[config.mk]
export PLATFORM = sky130hd
export DESIGN_NAME = uart_txq
export DESIGN_NICKNAME = d
export VERILOG_FILES = /design/src/rtl/uart_txq.sv
export SDC_FILE = /design/constraint.sdc
export NUM_CORES = 1
export LEC_CHECK = 0
export ABC_AREA = 1
export ABC_CLOCK_PERIOD_IN_PS = 2540
export BUFFER_PORTS_ARGS = -buffer_cell sky130_fd_sc_hd__buf_2
export CORE_MARGIN = 2
export CORE_UTILIZATION = 25
export DETAILED_ROUTE_END_ITERATION = 10
export GPL_ROUTABILITY_DRIVEN = 0
export GPL_TIMING_DRIVEN = 0
export PLACE_DENSITY = 0.37
export SETUP_SLACK_MARGIN = 0.02
export SLEW_MARGIN = 20
export SYNTH_ARGS = -nofsm -noshare
export SYNTH_HDL_FRONTEND = slang
export SYNTH_SLANG_ARGS = --single-unit
[constraint.sdc]
create_clock -name clk -period 2.54 [get_ports clk]
set_clock_uncertainty 0.1 [all_clocks]
set_input_delay 0.127 -clock clk [delete_from_list [all_inputs] [get_ports clk]]
set_output_delay 0.127 -clock clk [all_outputs]
set_load 0.01 [all_outputs]
[src/rtl/uart_txq.sv]
// uart_txq: byte FIFO feeding a uart_tx transmitter through a write/idle
// handshake. Each queued byte becomes one frame on the transmitter.
// Optional feature: define UART_TXQ_OVF_EN to add the sticky 'ovf' output
// that flags pushes dropped because the queue was full.
module uart_txq #(
  parameter  int unsigned DEPTH = 8,
  localparam int unsigned AW    = $clog2(DEPTH)
) (
  input  logic          clk,
  input  logic          rstb,
  input  logic          setb,
  input  logic          push,
  input  logic [7:0]    wdata,
  output logic          full,
  output logic          empty,
  output logic [AW:0]   level,
  output logic [7:0]    tx_data,
  output logic          tx_write,
  input  logic          tx_idle,
`ifdef UART_TXQ_OVF_EN
  output logic          ovf,
`endif
  output logic          busy
);

  localparam logic [AW:0]   L_DEPTH = (AW+1)'(DEPTH);
  localparam logic [AW:0]   L_ONE   = (AW+1)'(1);
  localparam logic [AW-1:0] P_ONE   = AW'(1);

  typedef enum logic [1:0] {
    Q_IDLE = 2'd0,
    Q_ARM  = 2'd1,
    Q_BUSY = 2'd2
  } q_state_e;

  q_state_e      r_state;
  q_state_e      w_state_nxt;

  logic [7:0]    r_mem [DEPTH];
  logic [AW-1:0] r_wptr;
  logic [AW-1:0] r_rptr;
  logic [AW:0]   r_level;
  logic [7:0]    r_tx_data;
  logic          r_tx_write;

  logic          w_full;
  logic          w_empty;
  logic          w_push;
  logic          w_pop;
  logic          w_tx_write_nxt;

  // Full is judged on the registered level, so a pop in the same cycle
  // never makes room for a push that arrives while full.
  assign w_full  = (r_level == L_DEPTH);
  assign w_empty = (r_level == '0);
  assign w_push  = setb & push & ~w_full;

  assign full     = w_full;
  assign empty    = w_empty;
  assign level    = r_level;
  assign tx_data  = r_tx_data;
  assign tx_write = r_tx_write;
  assign busy     = (r_state != Q_IDLE) | ~w_empty;

  // State register for the transmit handshake FSM
  always_ff @(posedge clk or negedge rstb) begin
    if (!rstb) begin
      r_state <= Q_IDLE;
    end else if (setb) begin
      r_state <= w_state_nxt;
    end
  end

  // Next-state logic: pop only when idle, wait for the transmitter to go
  // busy, then wait for it to finish the frame
  always_comb begin
    w_state_nxt = r_state;
    case (r_state)
      Q_IDLE:  if (!w_empty && tx_idle) w_state_nxt = Q_ARM;
      Q_ARM:   if (!tx_idle)            w_state_nxt = Q_BUSY;
      Q_BUSY:  if (tx_idle)             w_state_nxt = Q_IDLE;
      default:                          w_state_nxt = Q_IDLE;
    endcase
  end

  // Output decode: pop strobe and the next value of the registered write
  // request. tx_write rises one cycle after the pop, giving the pop cycle
  // plus the first ARM cycle as the minimum low time between frames.
  always_comb begin
    w_pop          = 1'b0;
    w_tx_write_nxt = r_tx_write;
    if (setb) begin
      case (r_state)
        Q_IDLE: begin
          w_pop          = !w_empty && tx_idle;
          w_tx_write_nxt = 1'b0;
        end
        Q_ARM:   w_tx_write_nxt = tx_idle;
        Q_BUSY:  w_tx_write_nxt = 1'b0;
        default: w_tx_write_nxt = 1'b0;
      endcase
    end
  end

  // FIFO storage; no reset, entries are meaningless until written
  always_ff @(posedge clk) begin
    if (w_push) begin
      r_mem[r_wptr] <= wdata;
    end
  end

  // Pointers and level; pointers wrap naturally at DEPTH (power of two)
  always_ff @(posedge clk or negedge rstb) begin
    if (!rstb) begin
      r_wptr  <= '0;
      r_rptr  <= '0;
      r_level <= '0;
    end else begin
      if (w_push) r_wptr <= r_wptr + P_ONE;
      if (w_pop)  r_rptr <= r_rptr + P_ONE;
      case ({w_push, w_pop})
        2'b10:   r_level <= r_level + L_ONE;
        2'b01:   r_level <= r_level - L_ONE;
        default: r_level <= r_level;
      endcase
    end
  end

  // Registered transmitter interface; tx_data only changes on a pop
  always_ff @(posedge clk or negedge rstb) begin
    if (!rstb) begin
      r_tx_data  <= '0;
      r_tx_write <= 1'b0;
    end else begin
      if (w_pop) r_tx_data <= r_mem[r_rptr];
      r_tx_write <= w_tx_write_nxt;
    end
  end

`ifdef UART_TXQ_OVF_EN
  logic r_ovf;

  // Sticky flag for pushes dropped while full; only reset clears it
  always_ff @(posedge clk or negedge rstb) begin
    if (!rstb) begin
      r_ovf <= 1'b0;
    end else if (setb && push && w_full) begin
      r_ovf <= 1'b1;
    end
  end

  assign ovf = r_ovf;
`endif

endmodule

==> out/qor.csv <==
stage,metric,value,unit
outcome,outcome,"complete, no violations",
worst_setup_path,FF-to-FF setup slack,0.20,ns
clock_tree,post-CTS setup buffers,0,
sta,total negative slack,0,ns
yosys,ys async rst share,0.247,
sta,tightest slew margin relative to the limit,0.348,
clock_tree,Clock Latency Late Sink,0.34,ns
die,Die W,127,um
yosys,Synth warnings,0,
global_routing,vias in the first global route,2464,
hold_path,min-delay src,push,
sta,Final Critical Period,2.34,ns
routing,drt pass-1 iters,4,
yosys,Syn Nets,395,
job,Max-Cap Viols,0,
sta,final period utilization,0.921,
final_layout,share of layout cells above drive strength 1,0.163,
global_routing,gr ovfl total,0,
sta,setup violators final,0,
clock_tree,H-tree depth,3,
clock_tree,Sink Count,85,
final_layout,Storage cell area,0.00245,mm2
routing,Initial DRC Count,186,
die,row count,44,
sta,Final Slew Violations,0,
power_and_ir_drop,Peak VDD IR,0.342,mV
global_routing,Total GRT Usage,0.125,
sta,worst slew pin tran,0.975,ns
routing,Final ANT Viol Nets,0,
clock_tree,clock transition time at the flip-flop clock pins of the worst setup and hold paths,0.07,ns
die,Core ar.,0.0146,mm2
worst_setup_path,CP arrival,2.47,ns
routing,Post-Route WL,9580,um
power_and_ir_drop,power share of the clock group,0.257,
sta,FMAX,428,MHz
worst_setup_path,startpoint types,register,
worst_setup_path,CP Max Fanout,10,
placement,PortBufs,28,
routing,via count,2586,
worst_setup_path,Crit Path Category,register to register,
routing,DRC,0,
final_layout,ANT cells,0,
clock_tree,cts bufs inserted,9,
yosys,Synth Flop Type,edfxtp_1,
final_layout,Area Overhead vs Synth,19.4,%
final_layout,fin nets,443,
yosys,Synth cell types,23,
hold_path,worst hold path endpoint,r_wptr[0],
power_and_ir_drop,leakage,2.03,nW
worst_setup_path,Worst Path Required,2.68,ns
worst_setup_path,worst reg2reg path depth,11,
sta,RSZ-0062 raised after global routing,false,
die,initial cell density of the core,0.258,
power_and_ir_drop,Switch Pwr,1.80,mW
clock_tree,clk root buf,clkbuf_16,
hold_path,hold depth,4,
placement,DP Wirelength,6150,um
yosys,Post-Syn Area,0.00378,mm2
final_layout,Finished Cell Area,0.00452,mm2
die,Die H,127,um
power_and_ir_drop,Comb pwr share,0.349,
sta,final hold viol count,0,
yosys,"Seq/Total Area, Yosys",0.647,
placement,Placed Area,0.00416,mm2
global_routing,initial antenna violation count,0,
worst_setup_path,worst reg2reg startpoint,r_state[0],
global_routing,global-route wire length before repair,14600,um
power_and_ir_drop,Sw Ratio,0.381,
routing,routed len/inst,15.6,um
die,DIE AREA,0.0161,mm2
clock_tree,CTS max path bufs,2,
global_routing,largest net degree at the start of global routing,22,
power_and_ir_drop,Power Density,1050,mW/mm2
yosys,synthesis-stage register bit count,85,
yosys,Post-synth EDFFs,64,
final_layout,multi-input logic area,0.00104,mm2
worst_setup_path,Worst setup EP type,register,
die,Ports,29,
hold_path,Min-Delay Path Class,input port to register,
yosys,syn avg cell area,10.1,um2
power_and_ir_drop,Pint,2.92,mW
final_layout,fill cell count,1554,
clock_tree,CTS tree,built,
worst_setup_path,R2R Path End,level[3],
routing,vias per cell,4.22,
yosys,Mapped Cells,376,
power_and_ir_drop,sequential power share,0.394,
## registers in the layout (all words and copies together) (netlist names)
| signal | cells |
|---|---|
| level | 4 |
| tx_data | 8 |
| r_wptr | 3 |
| r_state | 2 |
| r_rptr | 3 |
| r_mem | 64 |
| tx_write | 1 |
## what timing repair did
| action | 4_1_cts | 5_1_grt |
|---|---|---|
| gates resized for setup | 0 | 0 |
| hold buffers | 9 | 0 |
| hold endpoints to repair | 85 | 0 |
## critical path: stages, from the launching register on
cell     delay (ns)
dfrtp_1        0.44
nor2_4         0.14
nand3_2        0.09
nor2_4         0.21
buf_6          0.21
ha_1           0.25
ha_1           0.28
or2_2          0.29
nand3_1        0.08
nand2_1        0.05
nand2_1        0.05
nand2_1        0.04
## per-layer routing
metal | share of wire | GRT usage | wire (um)
met4 | 0.014 | 0.0446 | 137
met5 | 0 | 0 | 0
met2 | 0.46 | 0.198 | 4410
met3 | 0.050 | 0.0255 | 477
met1 | 0.48 | 0.170 | 4560
## power by group through the flow
stage	registers [mW]	clock network [mW]	logic, mW
global route	1.89	1.29	1.88
detailed placement	1.89	0	1.65
CTS	1.87	1.23	1.67
global placement	1.89	0	1.64
floorplan	1.91	0	1.05
finish	1.86	1.22	1.65
## cell families after synthesis
| group | synth area share |
|---|---|
| xor gates and xnor gates | 0.00926 |
| adders and majority gates | 0.0218 |
| AOI/OAI and AO/OA | 0.00959 |
| DFF | 0.647 |
| and+or+nand+nor | 0.233 |
| buffers and inverters | 0.0797 |
## layout make-up
class,instances,area share
buffer,12,0.0152
clock buffer,9,0.0499
clock inverter,7,0.00942
inverter,62,0.0515
multi-input combinational,217,0.230
sequential,85,0.542
tap,184,0.0510
timing repair buffer,37,0.0510
## layout by cell type (no fill, tap or decap)
cell | synthesis | final
ha_1 | 5 | 5
dlygate4sd3_1 | 0 | 9
o221ai_1 | 1 | 1
buf_2 | 10 | 38
buf_4 | 1 | 1
clkbuf_16 | 0 | 9
inv_1 | 57 | 57
inv_2 | 4 | 4
xor2_1 | 2 | 2
nor2_4 | 3 | 3
or2_2 | 1 | 1
dfrtp_1 | 21 | 21
o21ai_0 | 4 | 4
nor2_2 | 1 | 3
clkinvlp_4 | 0 | 1
edfxtp_1 | 64 | 64
xnor2_1 | 2 | 2
clkinv_4 | 0 | 2
nor2_1 | 11 | 9
fa_1 | 1 | 1
nand3_2 | 5 | 5
clkinv_2 | 0 | 2
o21a_1 | 1 | 1
clkinv_1 | 1 | 3
or2_1 | 1 | 1
nand3_1 | 51 | 51
nand2_1 | 128 | 128
buf_6 | 1 | 1
## per-stage QoR
stage | power (mW) | setup WS [ns] | std cells | utilization | hold WS, ns
finish | 4.73 | 0.201 | 613 | 0.308 | 0.0216
floorplan | 2.96 | 0.321 | 376 | - | -0.269
CTS | 4.77 | 0.151 | 613 | 0.308 | 0.0130
global placement | 3.53 | 0.0667 | 588 | 0.284 | 0.0412
global route | 5.06 | 0.0245 | 613 | 0.308 | 0.0529
detailed placement | 3.55 | 0.165 | 588 | 0.284 | 0.0423
## Yosys cell counts, drive strengths merged, types with 2 or more instances
| master | instances | area [um2] |
|---|---|---|
| nor2 | 15 | 81.3 |
| xor2 | 2 | 17.5 |
| nand2 | 128 | 480 |
| buf | 12 | 68.8 |
| inv | 61 | 229 |
| nand3 | 56 | 305 |
| o21ai | 4 | 20.0 |
| xnor2 | 2 | 17.5 |
| edfxtp | 64 | 1920 |
| dfrtp | 21 | 526 |
| ha | 5 | 62.6 |
| or2 | 2 | 12.5 |
## worst max-delay path by stage
stage,from,to,slack (ns),cells past startpoint
global route,r_state[0],level[3],0.02,11
CTS,level[3],r_mem[2][0],0.15,4
floorplan,level[1],level[3],0.32,12
detailed placement,level[3],r_mem[2][4],0.17,4
global placement,level[3],r_mem[3][5],0.07,5
finish,r_state[0],level[3],0.20,11
Power figures use the tool's default switching activity.
